==> config.mk <==
export PLATFORM = sky130hd
export DESIGN_NAME = eth_rx_deser_flat
export DESIGN_NICKNAME = d
export VERILOG_FILES = /design/src/rtl/eth_pkg.sv /design/src/rtl/eth_rx_deser_if.sv /design/src/rtl/eth_rx_sample_div.sv /design/src/rtl/eth_rx_deser.sv /design/src/flat_wrapper.sv
export SDC_FILE = /design/constraint.sdc
export NUM_CORES = 1
export LEC_CHECK = 0
export BUFFER_PORTS_ARGS = -buffer_cell sky130_fd_sc_hd__buf_4
export CAP_MARGIN = 10
export CELL_PAD_IN_SITES_DETAIL_PLACEMENT = 1
export CELL_PAD_IN_SITES_GLOBAL_PLACEMENT = 1
export CORE_AREA = 8 8 95 97
export DETAILED_ROUTE_END_ITERATION = 10
export DIE_AREA = 0 0 103 105
export MAX_ROUTING_LAYER = met4
export PLACE_DENSITY = 0.7
export SKIP_CTS_REPAIR_TIMING = 1
export SYNTH_ARGS = -nofsm -noshare
export SYNTH_HDL_FRONTEND = slang
export SYNTH_SLANG_ARGS = --single-unit
export TNS_END_PERCENT = 5
==> constraint.sdc <==
create_clock -name Clk -period 2.2 [get_ports Clk]
set_input_delay 0.22 -clock Clk [delete_from_list [all_inputs] [get_ports Clk]]
set_output_delay 0.22 -clock Clk [all_outputs]
set_load 0.005 [all_outputs]
==> src/rtl/eth_pkg.sv <==
// Shared constants for the Ethernet receive path.
// RMII width, deserializer state encodings and sample divider presets.
package eth_pkg;

    localparam int MII_WIDTH = 2;

    localparam logic [1:0] RX_IDLE   = 2'h0;
    localparam logic [1:0] RX_ACTIVE = 2'h1;
    localparam logic [1:0] RX_DRAIN  = 2'h2;

    localparam int SAMPLE_DIV_100M = 1;
    localparam int SAMPLE_DIV_10M  = 10;

endpackage

==> src/rtl/eth_rx_deser_if.sv <==
// Byte-stream bundle between the RMII deserializer and the receive control FSM.
// The deserializer uses master; the control FSM side uses slave.
interface eth_rx_deser_if #(
    parameter int pCNT_WIDTH = 16
);
    import eth_pkg::*;

    logic                  Rx_En;
    logic                  Crs_Dv;
    logic [MII_WIDTH-1:0]  Rxd;
    logic                  Byte_Rdy;
    logic [7:0]            Byte;
    logic                  Frame_Active;
    logic                  Frame_Done;
    logic [pCNT_WIDTH-1:0] Frame_Bytes;
    logic                  Dibit_Err;

    modport master (
        input  Rx_En, Crs_Dv, Rxd,
        output Byte_Rdy, Byte, Frame_Active,
        output Frame_Done, Frame_Bytes, Dibit_Err
    );

    modport slave (
        output Rx_En, Crs_Dv, Rxd,
        input  Byte_Rdy, Byte, Frame_Active,
        input  Frame_Done, Frame_Bytes, Dibit_Err
    );

endinterface

==> src/rtl/eth_rx_sample_div.sv <==
// Dibit sample-point divider: strobes whenever the counter sits at zero.
// Clearing holds the counter at zero so the first active cycle samples.
module eth_rx_sample_div #(
    parameter int pSAMPLE_DIV = 1
) (
    input  logic Clk,
    input  logic Rst_n,
    input  logic clr,
    output logic sample
);

    localparam int W = (pSAMPLE_DIV > 1) ? $clog2(pSAMPLE_DIV) : 1;
    localparam logic [W-1:0] LAST = W'(pSAMPLE_DIV - 1);

    logic [W-1:0] cnt_q, cnt_d;

    always_comb begin
        cnt_d = cnt_q + 1'b1;
        if (clr || cnt_q == LAST) begin
            cnt_d = '0;
        end
    end

    always_ff @(posedge Clk or negedge Rst_n) begin
        if (!Rst_n) begin
            cnt_q <= '0;
        end else begin
            cnt_q <= cnt_d;
        end
    end

    assign sample = (cnt_q == '0);

endmodule

==> src/rtl/eth_rx_deser.sv <==
// RMII receive deserializer: packs post-SFD dibits into bytes while Rx_En
// is high, and reports frame end, partial-byte errors and byte count.
module eth_rx_deser
    import eth_pkg::*;
#(
    parameter int pMII_WIDTH  = MII_WIDTH,
    parameter int pSAMPLE_DIV = SAMPLE_DIV_100M,
    parameter int pCNT_WIDTH  = 16
) (
    input  logic Clk,
    input  logic Rst_n,
    eth_rx_deser_if.master rx
);

    logic [1:0]            state_q, state_d;
    logic [7:0]            shift_q, shift_d;
    logic [1:0]            dcnt_q, dcnt_d;
    logic [pCNT_WIDTH-1:0] bcnt_q, bcnt_d;
    logic                  byte_rdy_q, byte_rdy_d;
    logic [7:0]            byte_q, byte_d;
    logic                  done_q, done_d;
    logic [pCNT_WIDTH-1:0] fbytes_q, fbytes_d;
    logic                  derr_q, derr_d;

    logic       sample;
    logic       start;
    logic       end_frame;
    logic       div_clr;
    logic [7:0] shifted;

    assign start     = (state_q == RX_IDLE) && rx.Rx_En && rx.Crs_Dv;
    assign end_frame = !rx.Rx_En || (sample && !rx.Crs_Dv);
    assign div_clr   = (state_q != RX_ACTIVE) && !start;
    assign shifted   = {rx.Rxd, shift_q[7:pMII_WIDTH]};

    eth_rx_sample_div #(
        .pSAMPLE_DIV(pSAMPLE_DIV)
    ) u_div (
        .Clk   (Clk),
        .Rst_n (Rst_n),
        .clr   (div_clr),
        .sample(sample)
    );

    always_comb begin
        state_d    = state_q;
        shift_d    = shift_q;
        dcnt_d     = dcnt_q;
        bcnt_d     = bcnt_q;
        byte_rdy_d = 1'b0;
        byte_d     = byte_q;
        done_d     = 1'b0;
        fbytes_d   = fbytes_q;
        derr_d     = 1'b0;
        case (state_q)
            RX_IDLE: begin
                if (start) begin
                    state_d = RX_ACTIVE;
                    shift_d = shifted;
                    dcnt_d  = 2'd1;
                    bcnt_d  = '0;
                end
            end
            RX_ACTIVE: begin
                // Rx_En falling beats a coincident 4th dibit
                if (end_frame) begin
                    done_d   = 1'b1;
                    fbytes_d = bcnt_q;
                    derr_d   = (dcnt_q != 2'd0);
                    dcnt_d   = 2'd0;
                    state_d  = rx.Rx_En ? RX_DRAIN : RX_IDLE;
                end else if (sample) begin
                    shift_d = shifted;
                    dcnt_d  = dcnt_q + 2'd1;
                    if (dcnt_q == 2'd3) begin
                        byte_rdy_d = 1'b1;
                        byte_d     = shifted;
                        if (!(&bcnt_q)) begin
                            bcnt_d = bcnt_q + 1'b1;
                        end
                    end
                end
            end
            RX_DRAIN: begin
                if (!rx.Rx_En) begin
                    state_d = RX_IDLE;
                end
            end
            default: state_d = RX_IDLE;
        endcase
    end

    always_ff @(posedge Clk or negedge Rst_n) begin
        if (!Rst_n) begin
            state_q    <= RX_IDLE;
            shift_q    <= '0;
            dcnt_q     <= '0;
            bcnt_q     <= '0;
            byte_rdy_q <= 1'b0;
            byte_q     <= '0;
            done_q     <= 1'b0;
            fbytes_q   <= '0;
            derr_q     <= 1'b0;
        end else begin
            state_q    <= state_d;
            shift_q    <= shift_d;
            dcnt_q     <= dcnt_d;
            bcnt_q     <= bcnt_d;
            byte_rdy_q <= byte_rdy_d;
            byte_q     <= byte_d;
            done_q     <= done_d;
            fbytes_q   <= fbytes_d;
            derr_q     <= derr_d;
        end
    end

    assign rx.Byte_Rdy     = byte_rdy_q;
    assign rx.Byte         = byte_q;
    assign rx.Frame_Active = (state_q == RX_ACTIVE);
    assign rx.Frame_Done   = done_q;
    assign rx.Frame_Bytes  = fbytes_q;
    assign rx.Dibit_Err    = derr_q;

endmodule

==> src/flat_wrapper.sv <==
// flat-port wrapper written by rule: the top's interface ports become plain ports
module eth_rx_deser_flat import eth_pkg::*;
#(
    parameter int pMII_WIDTH  = MII_WIDTH,
    parameter int pSAMPLE_DIV = SAMPLE_DIV_100M,
    parameter int pCNT_WIDTH  = 16
)
  (Clk, Rst_n, rx_Rx_En, rx_Crs_Dv, rx_Rxd, rx_Byte_Rdy, rx_Byte, rx_Frame_Active, rx_Frame_Done, rx_Frame_Bytes, rx_Dibit_Err);
  eth_rx_deser_if #(.pCNT_WIDTH(pCNT_WIDTH)) rx_i ();
  input  logic Clk;
  input  logic Rst_n;
  input wire logic [$bits(rx_i.Rx_En)-1:0] rx_Rx_En;
  input wire logic [$bits(rx_i.Crs_Dv)-1:0] rx_Crs_Dv;
  input wire logic [$bits(rx_i.Rxd)-1:0] rx_Rxd;
  output wire logic [$bits(rx_i.Byte_Rdy)-1:0] rx_Byte_Rdy;
  output wire logic [$bits(rx_i.Byte)-1:0] rx_Byte;
  output wire logic [$bits(rx_i.Frame_Active)-1:0] rx_Frame_Active;
  output wire logic [$bits(rx_i.Frame_Done)-1:0] rx_Frame_Done;
  output wire logic [$bits(rx_i.Frame_Bytes)-1:0] rx_Frame_Bytes;
  output wire logic [$bits(rx_i.Dibit_Err)-1:0] rx_Dibit_Err;
  assign rx_i.Rx_En = rx_Rx_En;
  assign rx_i.Crs_Dv = rx_Crs_Dv;
  assign rx_i.Rxd = rx_Rxd;
  assign rx_Byte_Rdy = rx_i.Byte_Rdy;
  assign rx_Byte = rx_i.Byte;
  assign rx_Frame_Active = rx_i.Frame_Active;
  assign rx_Frame_Done = rx_i.Frame_Done;
  assign rx_Frame_Bytes = rx_i.Frame_Bytes;
  assign rx_Dibit_Err = rx_i.Dibit_Err;
  eth_rx_deser #(.pMII_WIDTH(pMII_WIDTH), .pSAMPLE_DIV(pSAMPLE_DIV), .pCNT_WIDTH(pCNT_WIDTH)) u_core (.Clk(Clk), .Rst_n(Rst_n), .rx(rx_i));
endmodule
Yosys cells after proc, flatten, opt, wreduce, memory -nomap -nowiden
Index checks and enable logic that the tools add are counted.
{"block": "totals", "register_bits": 56, "input_bits": 6, "output_inout_bits": 28, "elab_cells": 73}
{"block": "op_classes", "add_sub_neg": 3, "n_eq_ne": 12, "mux": 27, "bitwise_logic": 2, "reduce_logical": 19}
{"operator": "$mux W16", "count": 5}
{"operator": "$pmux W16 S2", "count": 1}
{"operator": "$mux W8", "count": 3}
{"operator": "$add A16 B1 Y16 const B", "count": 1}
{"operator": "$pmux W8 S2", "count": 1}
{"operator": "$reduce_and A16 Y1", "count": 1}
{"operator": "$mux W2", "count": 6}
{"operator": "$mux W1", "count": 9}
{"operator": "$ne A2 B1 Y1 const B", "count": 4}
{"operator": "$ne A2 B2 Y1 const B", "count": 4}
{"operator": "$reduce_and A4 Y1", "count": 2}
{"operator": "$pmux W2 S3", "count": 1}
{"operator": "$reduce_and A3 Y1", "count": 2}
{"operator": "$reduce_and A6 Y1", "count": 1}
{"operator": "$eq A2 B2 Y1 const B", "count": 2}
{"operator": "$logic_and A1 B1 Y1", "count": 4}
{"operator": "$pmux W2 S2", "count": 1}
{"operator": "$reduce_bool A2 Y1", "count": 2}
{"operator": "$logic_not A1 Y1", "count": 3}
{"operator": "$ne A3 B2 Y1 const B", "count": 1}
{"operator": "$add A2 B1 Y2 const B", "count": 1}
{"operator": "$eq A2 B1 Y1 const B", "count": 1}
{"operator": "$logic_not A2 Y1", "count": 1}
{"operator": "$logic_or A1 B1 Y1", "count": 2}
{"operator": "3 further kinds", "count": 4}

Longest topological paths before layout
Gate-level depths: netlist of run 1.
{"block": "logic_depth", "ltp_word": 7, "ltp_mapped": 7, "ltp_nobuf": 5}

Modules after synthesis
From an unflattened synthesis of run 1, not the netlist that was laid out.
{"block": "unflattened", "hier_cells": 228, "area_unflattened_um2": 2461.1}
{"mod": "eth_rx_deser", "instances": 1, "cells_per_inst": 225, "area_per_inst_um2": 2428.6, "seq_area_each_um2": 1326.3}
{"mod": "eth_rx_sample_div", "instances": 1, "cells_per_inst": 3, "area_per_inst_um2": 32.5, "seq_area_each_um2": 25.0}

Least setup slack after synthesis of run 1
OpenSTA, ideal clock, no wires.
{"block": "synth_timing", "path_kind": "register to register", "startpoint": "reg u_core.dcnt_q[0]", "endpoint": "reg u_core.bcnt_q[15]", "setup_time_ns": 0.137, "arrival_ns": 1.727, "required_time_ns": 2.063, "slack_ns": 0.336, "stages_incl_launch_ff": 7, "n_path_buf": 1, "synth_period_minus_slack_ns": 1.864, "cell_sequence": "dfrtp_1 -> ha_1 -> clkbuf_1 -> nand3_1 -> or4_4 -> o311ai_0 -> nand3_1"}
{"block": "synth_via", "elab_chain_cells": 3}
{"item": "start, declared", "line": "eth_rx_deser.sv:17", "source": "logic [1:0] dcnt_q, dcnt_d;"}
{"item": "start signal, assigned", "line": "eth_rx_deser.sv:107", "source": "dcnt_q <= dcnt_d;"}
{"item": "$eq A2 B2 Y1", "line": "eth_rx_deser.sv:75", "source": "if (dcnt_q == 2'd3) begin"}
{"item": "$ne A2 B1 Y1 (no source line)"}
{"item": "$reduce_and A6 Y1 (no source line)"}
{"item": "end signal, assigned", "line": "eth_rx_deser.sv:108", "source": "bcnt_q <= bcnt_d;"}
{"item": "end, declared", "line": "eth_rx_deser.sv:18", "source": "logic [pCNT_WIDTH-1:0] bcnt_q, bcnt_d;"}
Every way passes these cells.
A chain may end at the register's enable or synchronous reset.

Worst setup path in the final report of run 1
Ends and elaborated chain as after synthesis.

==> key figures, run 1 <==
STA
  • Crit share post-route: 0.918
  • RSZ-0062 raised after global routing: no
  • Worst slew pin tran: 0.672 ns
  • Worst slack on hold paths: 0.102 ns
  • Slew Limit Fails: 0
  • Slew HR: 0.552
  • Final setup violation count: 0
  • Final total negative setup slack: 0 ns
  • Endpoints failing hold: 0
  • Clock Skew: 0.0160 ns
  • Minimum clock period after layout: 2.02 ns
  • Maximum clock frequency: 0.495 GHz

Clock tree
  • Clock tree from TritonCTS: yes
  • Count of H-tree levels built during CTS: 2
  • Clock sink total: 54
  • Buffer type at the clock tree root: sky130_fd_sc_hd__clkbuf_8
  • Clk pin slew, worst setup/hold paths: 0.10 ns
  • Maximum buffer depth of the clock tree: 2
  • Total clock buffers created by CTS: 5
  • Clock latency reported for the late side of the worst-skew pair: 0.32 ns

Placement
  • RePlAce Congestion: 0.773
  • Number of I/O port buffers: 33
  • Hpwl dp: 4490 µm

Final layout
  • Layout cell share with drive strength beyond 1: 0.277
  • Final nets: 290
  • Synth-to-Final Area Change: 19.4%
  • Number of diodes: 0

Yosys
  • Synth cell types: 50
  • Prevailing post-synth register cell: sky130_fd_sc_hd__dfrtp_1
  • Syn nets: 251
  • Syn_area_per_cell: 10.6 µm²
  • Number of enable-type register cells in the synthesized netlist: 0
  • Cell Area, Synth: 2560 µm²
  • Flip-flop and latch count after synthesis: 54
  • Synth area leaders: sky130_fd_sc_hd__dfrtp_1 (53%), sky130_fd_sc_hd__mux2_2 (10%), sky130_fd_sc_hd__nand2_1 (6.1%)
  • Post-synth top cells: sky130_fd_sc_hd__dfrtp_1 (54), sky130_fd_sc_hd__nand2_1 (42), sky130_fd_sc_hd__mux2_2 (23)
  • Async S/R FF share, synth: 1.00
  • Number of synthesis warnings: 0
  • Gate count of the mapped netlist: 242
  • Yosys top cell by area: sky130_fd_sc_hd__dfrtp_1
  • Top cell type's share of synthesized area: 0.527
  • Sequential area share after synthesis: 0.527
  • Dominant cell by count in the synthesized netlist: sky130_fd_sc_hd__dfrtp_1

Power and ir drop
  • Reported leakage power: 0.00145 µW
  • Maximum VDD drop: 297 µV
  • Total power density per cell area: 785 nW/µm²

Detailed routing
  • Count of unresolved DRC violations after routing: 0
  • Average wire per standard cell: 16.5 µm
  • Router iterations before antenna repair: 4
  • Post-Route WL: 6340 µm
  • First-iteration detailed-routing DRC count: 96
  • Via Count: 2,045
  • Remaining antenna violation count: 0
  • Via/cell ratio: 5.33

Setup path
  • Number of cells traversed by the worst register-to-register path: 5
  • Worst Setup Path Type: reg2reg
  • Kind of launch point of the worst setup path: flop
  • Capturing element type of the critical path: flop
  • Data required, critical path: 2.38 ns
  • Capture instance of the worst register-to-register path: u_core.bcnt_q[15]
  • R2R setup slack: 0.18 ns
  • Crit path max fanout: 8
  • Arrival time at the worst endpoint: 2.20 ns
  • Startpoint of the most critical register-to-register path: u_core.dcnt_q[0]

Worst hold path
  • Start point of the worst hold path: rx_Rxd[0]
  • Min-Delay Path Depth: 3
  • Worst min path class: in2reg
  • Hold-critical path endpoint: u_core.shift_q[6]

Floorplanning
  • Standard-cell row count: 32
  • Boundary pin count: 34
  • Standard cell core area: 7530 µm²
  • Starting density of the core: 0.341
  • Overall die height: 105 µm
  • Die area: 10,800 µm²
  • Horiz. Die Dim: 103 µm

GRT
  • Initial antenna violation count: 0
  • Congestion Overflow GR: 0
  • Wire length of the first global-routing pass: 10,800 µm
  • Aggregate global-route resource usage: 0.129
  • Largest net degree at the start of global routing: 55
  • Via count of the first global-routing pass: 2,140

Status
  • Outcome: complete, no violations

Run
  • Count of maximum capacitance violations: 0
-- logic make-up (layout without fill, tap and decap cells) --
logic type	after synthesis	in the layout	synth area share
flip-flops	54	54	0.527
AO/OA/AOI/OAI	38	38	0.105
multiplexers	24	24	0.105
other	1	1	0.00146
adder cells (fa/ha/maj)	3	3	0.0146
AND/OR/NAND/NOR	104	104	0.219
buffers and inverters	18	58	0.0278
-- power by group --
part / total, µW / switching, µW / internal [µW]
clock network: 575 / 345 / 230
registers: 1350 / 184 / 1170
logic: 477 / 213 / 264
-- layer usage --
metal | routed length, µm | vias up | share of wire | track usage
met5 | 0 | - | 0 | -
li1 | - | 962 | - | -
met3 | 223 | 6 | 0.035 | 0.0265
met2 | 3050 | 36 | 0.48 | 0.200
met4 | 68 | 0 | 0.011 | 0.0341
met1 | 3000 | 1041 | 0.47 | 0.165
-- flip-flops by register name, indices dropped and copies added (netlist names) --
| register | cells |
|---|---|
| u_core.bcnt_q | 16 |
| u_core.rx.Frame_Bytes | 16 |
| u_core.rx.Byte | 8 |
| u_core.shift_q | 6 |
| u_core.u_div.cnt_q | 1 |
| u_core.rx.Byte_Rdy | 1 |
| u_core.rx.Dibit_Err | 1 |
| u_core.state_q | 2 |
| u_core.rx.Frame_Done | 1 |
| u_core.dcnt_q | 2 |
-- worst max path at each step --
stage	start	end	slack, ns	depth (start not counted)
after floorplan	u_core.dcnt_q[0]	u_core.bcnt_q[15]	0.34	6
after global placement	u_core.dcnt_q[0]	u_core.bcnt_q[15]	0.26	5
after detailed placement	u_core.dcnt_q[0]	u_core.bcnt_q[15]	0.21	5
after CTS	u_core.dcnt_q[0]	u_core.bcnt_q[15]	0.17	5
after global routing	u_core.dcnt_q[0]	u_core.bcnt_q[15]	0.01	5
final	u_core.dcnt_q[0]	u_core.bcnt_q[15]	0.18	5
-- stage by stage --
step	total power (µW)	util	instances	cell area [µm²]	worst slack, ns
5_1_grt	2560	0.407	384	3060	0.0101
4_1_cts	2450	0.405	383	3050	0.170
3_5_place_dp	1860	0.393	375	2960	0.214
2_1_floorplan	1580	-	242	2560	0.336
6_report	2400	0.407	384	3060	0.181
3_3_place_gp	1830	0.393	375	2960	0.262
-- worst max-delay path, stage by stage (launching register included) --
cell                       delay [ns]
sky130_fd_sc_hd__dfrtp_1         0.41
sky130_fd_sc_hd__ha_1            0.33
sky130_fd_sc_hd__nand3_1         0.21
sky130_fd_sc_hd__or4_4           0.47
sky130_fd_sc_hd__o311ai_0        0.34
sky130_fd_sc_hd__nand3_1         0.13
-- layout make-up --
class | instances | area [µm²]
timing repair buffer | 42 | 318
sequential | 54 | 1350
multi-input combinational | 170 | 1140
inverter | 8 | 30.0
fill | 866 | 4470
tap | 102 | 128
clock inverter | 3 | 25.0
clock buffer | 5 | 68.8
-- cells in the final DEF (no fill, tap or decap), types with 4 or more instances in the layout --
cell,Yosys,layout
sky130_fd_sc_hd__nand4_1,5,5
sky130_fd_sc_hd__a21oi_1,5,5
sky130_fd_sc_hd__nor4_1,5,5
sky130_fd_sc_hd__nand2_1,42,42
sky130_fd_sc_hd__clkbuf_8,0,5
sky130_fd_sc_hd__o21ai_0,5,5
sky130_fd_sc_hd__buf_4,0,41
sky130_fd_sc_hd__nor2_1,8,8
sky130_fd_sc_hd__nor3_1,7,7
sky130_fd_sc_hd__a31oi_1,8,8
sky130_fd_sc_hd__dfrtp_1,54,54
sky130_fd_sc_hd__or3_1,4,4
sky130_fd_sc_hd__o311ai_0,4,4
sky130_fd_sc_hd__inv_1,7,7
sky130_fd_sc_hd__nand3_1,8,8
sky130_fd_sc_hd__and3_1,4,4
sky130_fd_sc_hd__mux2_2,23,23
Note: power is estimated with default switching activity, not from simulation.
==> inputs of run 2 (changes only) <==
CORE_AREA = 8 8 86 107   (was 8 8 95 97)
DIE_AREA = 0 0 94 115   (was 0 0 103 105)
==> run 2 against run 1 <==
Compared with the run above: clock power is 1% higher; clock-buffer cell count stayed put; sequential power hardly changed; core utilization hardly changed; register-to-register slack better by 0.06 ns; cell count is 0.78% lower; wire length is 3.1% lower; first-iteration DRC count is 22% lower; clock skew is 0.0056 ns lower; flip-flop and latch count stayed put; critical path type unchanged; largest cell class unchanged; highest routed layer unchanged.
==> key figures, run 2 (synthesis results as in run 1) <==
STA
  • Slew HR: 0.554 (was 0.552)
  • Crit share post-route: 0.891 (was 0.918)
  • Endpoints failing hold: 0 (unchanged)
  • Slew Limit Fails: 0 (unchanged)
  • Final setup violation count: 0 (unchanged)
  • Worst slew pin tran: 0.669 ns (was 0.672 ns)
  • Maximum clock frequency: 0.510 GHz (was 0.495 GHz)
  • Final critical-path setup slack: 0.240 ns (was 0.181 ns)
  • RSZ-0062 raised after global routing: no (unchanged)
  • Minimum clock period after layout: 1.96 ns (was 2.02 ns)
  • Clock Skew: 0.0104 ns (was 0.0160 ns)
  • Final total negative setup slack: 0 ns (unchanged)

Power and ir drop
  • Switching component of the power: 740 µW (was 741 µW)
  • Reported leakage power: 0.00147 µW (was 0.00145 µW)
  • Share of total power in combinational logic: 0.210 (was 0.198)
  • Portion of total power attributed to the clock network: 0.240 (was 0.239)
  • Fraction of power spent switching nets: 0.306 (was 0.308)
  • Maximum VDD drop: 309 µV (was 297 µV)
  • Total power density per cell area: 785 nW/µm² (about the same)
  • Sequential power share: 0.550 (was 0.563)
  • Internal power: 1680 µW (was 1660 µW)

Final layout
  • # fillers: 869 (was 866)
  • Synth-to-Final Area Change: 20.2% (was 19.4%)
  • Commonest cells after routing, fill and taps aside: sky130_fd_sc_hd__dfrtp_1 (54), sky130_fd_sc_hd__buf_4 (45), sky130_fd_sc_hd__nand2_1 (42) (was sky130_fd_sc_hd__dfrtp_1 (54), sky130_fd_sc_hd__nand2_1 (42), sky130_fd_sc_hd__buf_4 (41))
  • Number of diodes: 0 (unchanged)
  • Layout cell share with drive strength beyond 1: 0.287 (was 0.277)
  • Final nets: 294 (was 290)
  • Most common cell after layout, fill and taps aside: sky130_fd_sc_hd__dfrtp_1 (unchanged)

Detailed routing
  • Via Count: 2,053 (was 2,045)
  • Post-Route WL: 6150 µm (was 6340 µm)
  • Router iterations before antenna repair: 4 (unchanged)
  • Remaining antenna violation count: 0 (unchanged)
  • Via/cell ratio: 5.39 (was 5.33)
  • Count of unresolved DRC violations after routing: 0 (unchanged)
  • Average wire per standard cell: 16.1 µm (was 16.5 µm)
  • First-iteration detailed-routing DRC count: 75 (was 96)

Setup path
  • Largest stage delay on the critical path: 0.48 ns (was 0.47 ns)
  • Crit path max fanout: 8 (unchanged)
  • Capture instance of the worst register-to-register path: u_core.bcnt_q[15] (unchanged)
  • Arrival time at the worst endpoint: 2.16 ns (was 2.20 ns)
  • Worst Setup Path Type: reg2reg (unchanged)
  • Worst path slowest cell: sky130_fd_sc_hd__or4_4 (unchanged)
  • Startpoint of the most critical register-to-register path: u_core.dcnt_q[0] (unchanged)
  • R2R setup slack: 0.24 ns (was 0.18 ns)
  • CP cell instances: ha_1 -> nand3_1 -> or4_4 -> o311ai_0 -> nand3_1 (unchanged)
  • Number of cells traversed by the worst register-to-register path: 5 (unchanged)
  • Data required, critical path: 2.40 ns (was 2.38 ns)
  • Capturing element type of the critical path: flop (unchanged)
  • Kind of launch point of the worst setup path: flop (unchanged)
  • Most used cell along the critical path: sky130_fd_sc_hd__nand3_1 (unchanged)

Worst hold path
  • Start point of the worst hold path: rx_Rxd[1] (was rx_Rxd[0])
  • Worst min path class: in2reg (unchanged)
  • Min-Delay Path Depth: 3 (unchanged)
  • Hold-critical path endpoint: u_core.shift_q[7] (was u_core.shift_q[6])

Run
  • Count of maximum capacitance violations: 0 (unchanged)

Floorplanning
  • Overall die height: 115 µm (was 105 µm)
  • Horiz. Die Dim: 94 µm (was 103 µm)
  • Standard-cell row count: 36 (was 32)
  • Die area: 10,800 µm² (about the same)
  • Boundary pin count: 34 (unchanged)
  • Starting density of the core: 0.339 (was 0.341)
  • Standard cell core area: 7570 µm² (was 7530 µm²)

Clock tree
  • Count of H-tree levels built during CTS: 2 (unchanged)
  • Buffer type at the clock tree root: sky130_fd_sc_hd__clkbuf_8 (unchanged)
  • Maximum buffer depth of the clock tree: 2 (unchanged)
  • Clock tree from TritonCTS: yes (unchanged)
  • Clock sink total: 54 (unchanged)
  • Clock latency reported for the late side of the worst-skew pair: 0.32 ns (about the same)
  • Total clock buffers created by CTS: 5 (unchanged)
  • Clk pin slew, worst setup/hold paths: 0.10 ns (about the same)

Placement
  • RePlAce Congestion: 0.797 (was 0.773)
  • Hpwl dp: 4460 µm (was 4490 µm)
  • Number of I/O port buffers: 33 (unchanged)
  • Pre-CTS WS: 0.250 ns (was 0.214 ns)

GRT
  • Congestion Overflow GR: 0 (unchanged)
  • Wire length of the first global-routing pass: 10,900 µm (was 10,800 µm)
  • Via count of the first global-routing pass: 2,264 (was 2,140)
  • Initial antenna violation count: 0 (unchanged)
  • Aggregate global-route resource usage: 0.129 (about the same)
  • Largest net degree at the start of global routing: 55 (unchanged)

Status
  • Outcome: complete, no violations (unchanged)
[run 2: cell count changes in the layout (fill, tap and decap cells not counted)]
cell | previous run | this run
sky130_fd_sc_hd__buf_4 | 41 | 45
sky130_fd_sc_hd__clkinv_2 | 0 | 1
sky130_fd_sc_hd__clkinv_4 | 1 | 0
sky130_fd_sc_hd__clkinvlp_4 | 1 | 0
sky130_fd_sc_hd__inv_6 | 1 | 2
[run 2: stage by stage]
| stage | hold slack (ns) | util | total power [µW] | std cells | instance area, µm² |
|---|---|---|---|---|---|
| 4_1_cts | -0.0371 | 0.406 | 2470 | 380 | 3070 |
| 2_1_floorplan | -0.0756 | - | 1580 | 242 | 2560 |
| 3_5_place_dp | 0.313 | 0.394 | 1880 | 372 | 2980 |
| 3_3_place_gp | 0.305 | 0.394 | 1850 | 372 | 2980 |
| 5_1_grt | 0.0985 | 0.407 | 2590 | 381 | 3080 |
| 6_report | 0.102 | 0.407 | 2420 | 381 | 3080 |
[run 2: worst max path at each step]
| stage | start | endpoint | slack [ns] |
|---|---|---|---|
| after floorplan | u_core.dcnt_q[0] | u_core.bcnt_q[15] | 0.34 |
| after global placement | u_core.dcnt_q[0] | u_core.bcnt_q[15] | 0.31 |
| after detailed placement | u_core.dcnt_q[0] | u_core.bcnt_q[15] | 0.25 |
| after CTS | u_core.dcnt_q[0] | u_core.bcnt_q[15] | 0.24 |
| after global routing | u_core.dcnt_q[0] | u_core.bcnt_q[15] | 0.06 |
| final | u_core.dcnt_q[0] | u_core.bcnt_q[15] | 0.24 |
[run 2: power groups by stage]
stage          clock [µW]  sequential [µW]  combinational (µW)
3_3_place_gp            0             1350                 507
2_1_floorplan           0             1320                 261
5_1_grt               645             1360                 579
6_report              581             1330                 507
3_5_place_dp            0             1360                 520
4_1_cts               609             1330                 522
[run 2: cell type report]
| type | count | area (µm²) | area share |
|---|---|---|---|
| Clock inverter | 3 | 22.5 | 0.00731 |
| Timing Repair Buffer | 46 | 348 | 0.113 |
| Multi-Input combinational cell | 170 | 1140 | 0.370 |
| Sequential cell | 54 | 1350 | 0.439 |
| Clock buffer | 5 | 68.8 | 0.0223 |
| Tap cell | 95 | 119 | 0.0386 |
| Inverter | 8 | 30.0 | 0.00975 |
[run 2: worst max-delay path: cells and delay by family (launching register included)]
family                   cells  cell delay, ns
AO/OA/AOI/OAI                1            0.32
flip-flops                   1            0.40
AND/OR/NAND/NOR              3            0.81
adder cells (fa/ha/maj)      1            0.31
[run 2: metal layers]
layer  up-vias  part of all wire  global-route usage
met5         -                 0                   -
met4         0             0.017              0.0604
met3         8             0.030              0.0222
met2        30              0.54               0.227
met1      1042              0.41               0.137
li1        973                 -                   -
==> inputs of run 3 (changes only) <==
BUFFER_PORTS_ARGS = unset   (was -buffer_cell sky130_fd_sc_hd__buf_4)
DONT_BUFFER_PORTS = 1   (was unset)
PLACE_DENSITY = 0.65   (was 0.7)
==> run 3 against run 2 <==
Compared with the run above: sequential share of layout area rose by 1.9 points; non-clock buffer count fell by 24; first-iteration DRC count rose by 37%.
==> key figures, run 3 (synthesis results as in run 1) <==
Status
  • Outcome: complete, no violations (unchanged)

Detailed routing
  • Post-Route WL: 6480 µm (was 6150 µm)
  • Via Count: 1,971 (was 2,053)
  • First-iteration detailed-routing DRC count: 103 (was 75)
  • Remaining antenna violation count: 0 (unchanged)
  • Count of unresolved DRC violations after routing: 0 (unchanged)
  • Router iterations before antenna repair: 4 (unchanged)
  • Via/cell ratio: 5.52 (was 5.39)
  • Average wire per standard cell: 18.2 µm (was 16.1 µm)

STA
  • Final total negative setup slack: 0 ns (unchanged)
  • Crit share post-route: 0.924 (was 0.891)
  • Clock Skew: 0.00535 ns (was 0.0104 ns)
  • Minimum clock period after layout: 2.03 ns (was 1.96 ns)
  • Slew Limit Fails: 0 (unchanged)
  • Worst slack on hold paths: 0.0482 ns (was 0.102 ns)
  • Final setup violation count: 0 (unchanged)
  • RSZ-0062 raised after global routing: no (unchanged)
  • Endpoints failing hold: 0 (unchanged)
  • Maximum clock frequency: 0.492 GHz (was 0.510 GHz)

Clock tree
  • Maximum buffer depth of the clock tree: 2 (unchanged)
  • Count of H-tree levels built during CTS: 2 (unchanged)
  • Clock tree from TritonCTS: yes (unchanged)
  • Clock latency reported for the late side of the worst-skew pair: 0.31 ns (was 0.32 ns)
  • Buffer type at the clock tree root: sky130_fd_sc_hd__clkbuf_8 (unchanged)
  • Clk pin slew, worst setup/hold paths: 0.10 ns (about the same)
  • Clock sink total: 54 (unchanged)
  • Total clock buffers created by CTS: 5 (unchanged)

Setup path
  • Worst path slowest cell: sky130_fd_sc_hd__or4_4 (unchanged)
  • Worst Setup Path Type: reg2reg (unchanged)
  • Number of cells traversed by the worst register-to-register path: 5 (unchanged)
  • CP cell instances: ha_1 -> nand3_1 -> or4_4 -> or4_1 -> nand3_1 (was ha_1 -> nand3_1 -> or4_4 -> o311ai_0 -> nand3_1)
  • Most used cell along the critical path: sky130_fd_sc_hd__nand3_1 (unchanged)
  • Capture instance of the worst register-to-register path: u_core.bcnt_q[15] (unchanged)
  • Gate family responsible for the most delay along the worst path: simple AND/OR/NAND/NOR gates (unchanged)
  • Kind of launch point of the worst setup path: flop (unchanged)
  • Crit path max fanout: 8 (unchanged)
  • Data required, critical path: 2.45 ns (was 2.40 ns)
  • Capturing element type of the critical path: flop (unchanged)
  • Startpoint of the most critical register-to-register path: u_core.dcnt_q[0] (unchanged)
  • Crit path buffers/inverters: 0 (unchanged)
  • R2R setup slack: 0.17 ns (was 0.24 ns)
  • Instance count on the critical path: 5 (unchanged)
  • Arrival time at the worst endpoint: 2.28 ns (was 2.16 ns)
  • Largest stage delay on the critical path: 0.49 ns (was 0.48 ns)

GRT
  • Wire length of the first global-routing pass: 10,700 µm (was 10,900 µm)
  • Initial antenna violation count: 0 (unchanged)
  • Congestion Overflow GR: 0 (unchanged)
  • Via count of the first global-routing pass: 2,024 (was 2,264)
  • Aggregate global-route resource usage: 0.130 (was 0.129)
  • Largest net degree at the start of global routing: 55 (unchanged)

Placement
  • RePlAce Congestion: 0.798 (was 0.797)
  • Placed Cells incl. Taps: 344 (was 372)
  • Hpwl dp: 4720 µm (was 4460 µm)
  • Number of I/O port buffers: 0 (was 33)
  • Area of placed instances: 2770 µm² (was 2980 µm²)

Final layout
  • Synth-to-Final Area Change: 15.1% (was 20.2%)
  • Final nets: 270 (was 294)
  • Number of diodes: 0 (unchanged)
  • Most common cell after layout, fill and taps aside: sky130_fd_sc_hd__dfrtp_1 (unchanged)
  • Area of all placed cells without fillers: 2950 µm² (was 3080 µm²)
  • Commonest cells after routing, fill and taps aside: sky130_fd_sc_hd__dfrtp_1 (54), sky130_fd_sc_hd__nand2_1 (42), sky130_fd_sc_hd__mux2_2 (23) (was sky130_fd_sc_hd__dfrtp_1 (54), sky130_fd_sc_hd__buf_4 (45), sky130_fd_sc_hd__nand2_1 (42))
  • Layout cell share with drive strength beyond 1: 0.210 (was 0.287)
  • Final cell count without fillers: 357 (was 381)

Power and ir drop
  • Reported leakage power: 0.00135 µW (was 0.00147 µW)
  • Total power density per cell area: 818 nW/µm² (was 785 nW/µm²)
  • Post-route total power: 2410 µW (was 2420 µW)
  • Maximum VDD drop: 362 µV (was 309 µV)

Worst hold path
  • Min-Delay Path Depth: 1 (was 3)
  • Hold-critical path endpoint: u_core.rx.Byte[6] (was u_core.shift_q[7])
  • Worst min path class: in2reg (unchanged)
  • Start point of the worst hold path: rx_Rxd[0] (was rx_Rxd[1])

Floorplanning
  • Standard cell core area: 7570 µm² (unchanged)
  • Boundary pin count: 34 (unchanged)
  • Starting density of the core: 0.339 (unchanged)
  • Overall die height: 115 µm (unchanged)
  • Die area: 10,800 µm² (unchanged)
  • Standard-cell row count: 36 (unchanged)
  • Horiz. Die Dim: 94 µm (unchanged)

Run
  • Count of maximum capacitance violations: 0 (unchanged)
## run 3: per-stage QoR
stage | setup slack, ns | utilization
after floorplan | 0.336 | -
after global placement | 0.287 | 0.366
after detailed placement | 0.209 | 0.366
after CTS | 0.189 | 0.381
after global routing | 0.0952 | 0.390
final | 0.168 | 0.390
## run 3: per-layer routing
layer  GRT usage  wire, µm  vias up
met4      0.0456       106        0
met5           -         0        -
li1            -         -      923
met1       0.144      2750     1002
met2       0.216      3310       36
met3      0.0385       319       10
## run 3: final cells by class
| cell class | instances | area [µm²] |
|---|---|---|
| Timing Repair Buffer | 22 | 195 |
| Fill cell | 836 | 4620 |
| Sequential cell | 54 | 1350 |
| Tap cell | 95 | 119 |
| Clock inverter | 3 | 45.0 |
| Inverter | 8 | 30.0 |
| Multi-Input combinational cell | 170 | 1140 |
| Clock buffer | 5 | 68.8 |
## run 3: worst max path at each step
stage | slack, ns | from | endpoint
floorplan | 0.34 | u_core.dcnt_q[0] | u_core.bcnt_q[15]
CTS | 0.19 | u_core.dcnt_q[0] | u_core.bcnt_q[15]
global placement | 0.29 | u_core.dcnt_q[0] | u_core.bcnt_q[15]
detailed placement | 0.21 | u_core.dcnt_q[0] | u_core.bcnt_q[15]
global route | 0.1 | u_core.dcnt_q[0] | u_core.bcnt_q[15]
finish | 0.17 | u_core.dcnt_q[0] | u_core.bcnt_q[15]
## run 3: report_power, final
group          switching [µW]  internal, µW  leakage [µW]
Clock                     348           339     0.0000504
Combinational             184           183      0.000583
Sequential                189          1170      0.000719
Total                     722          1690       0.00135
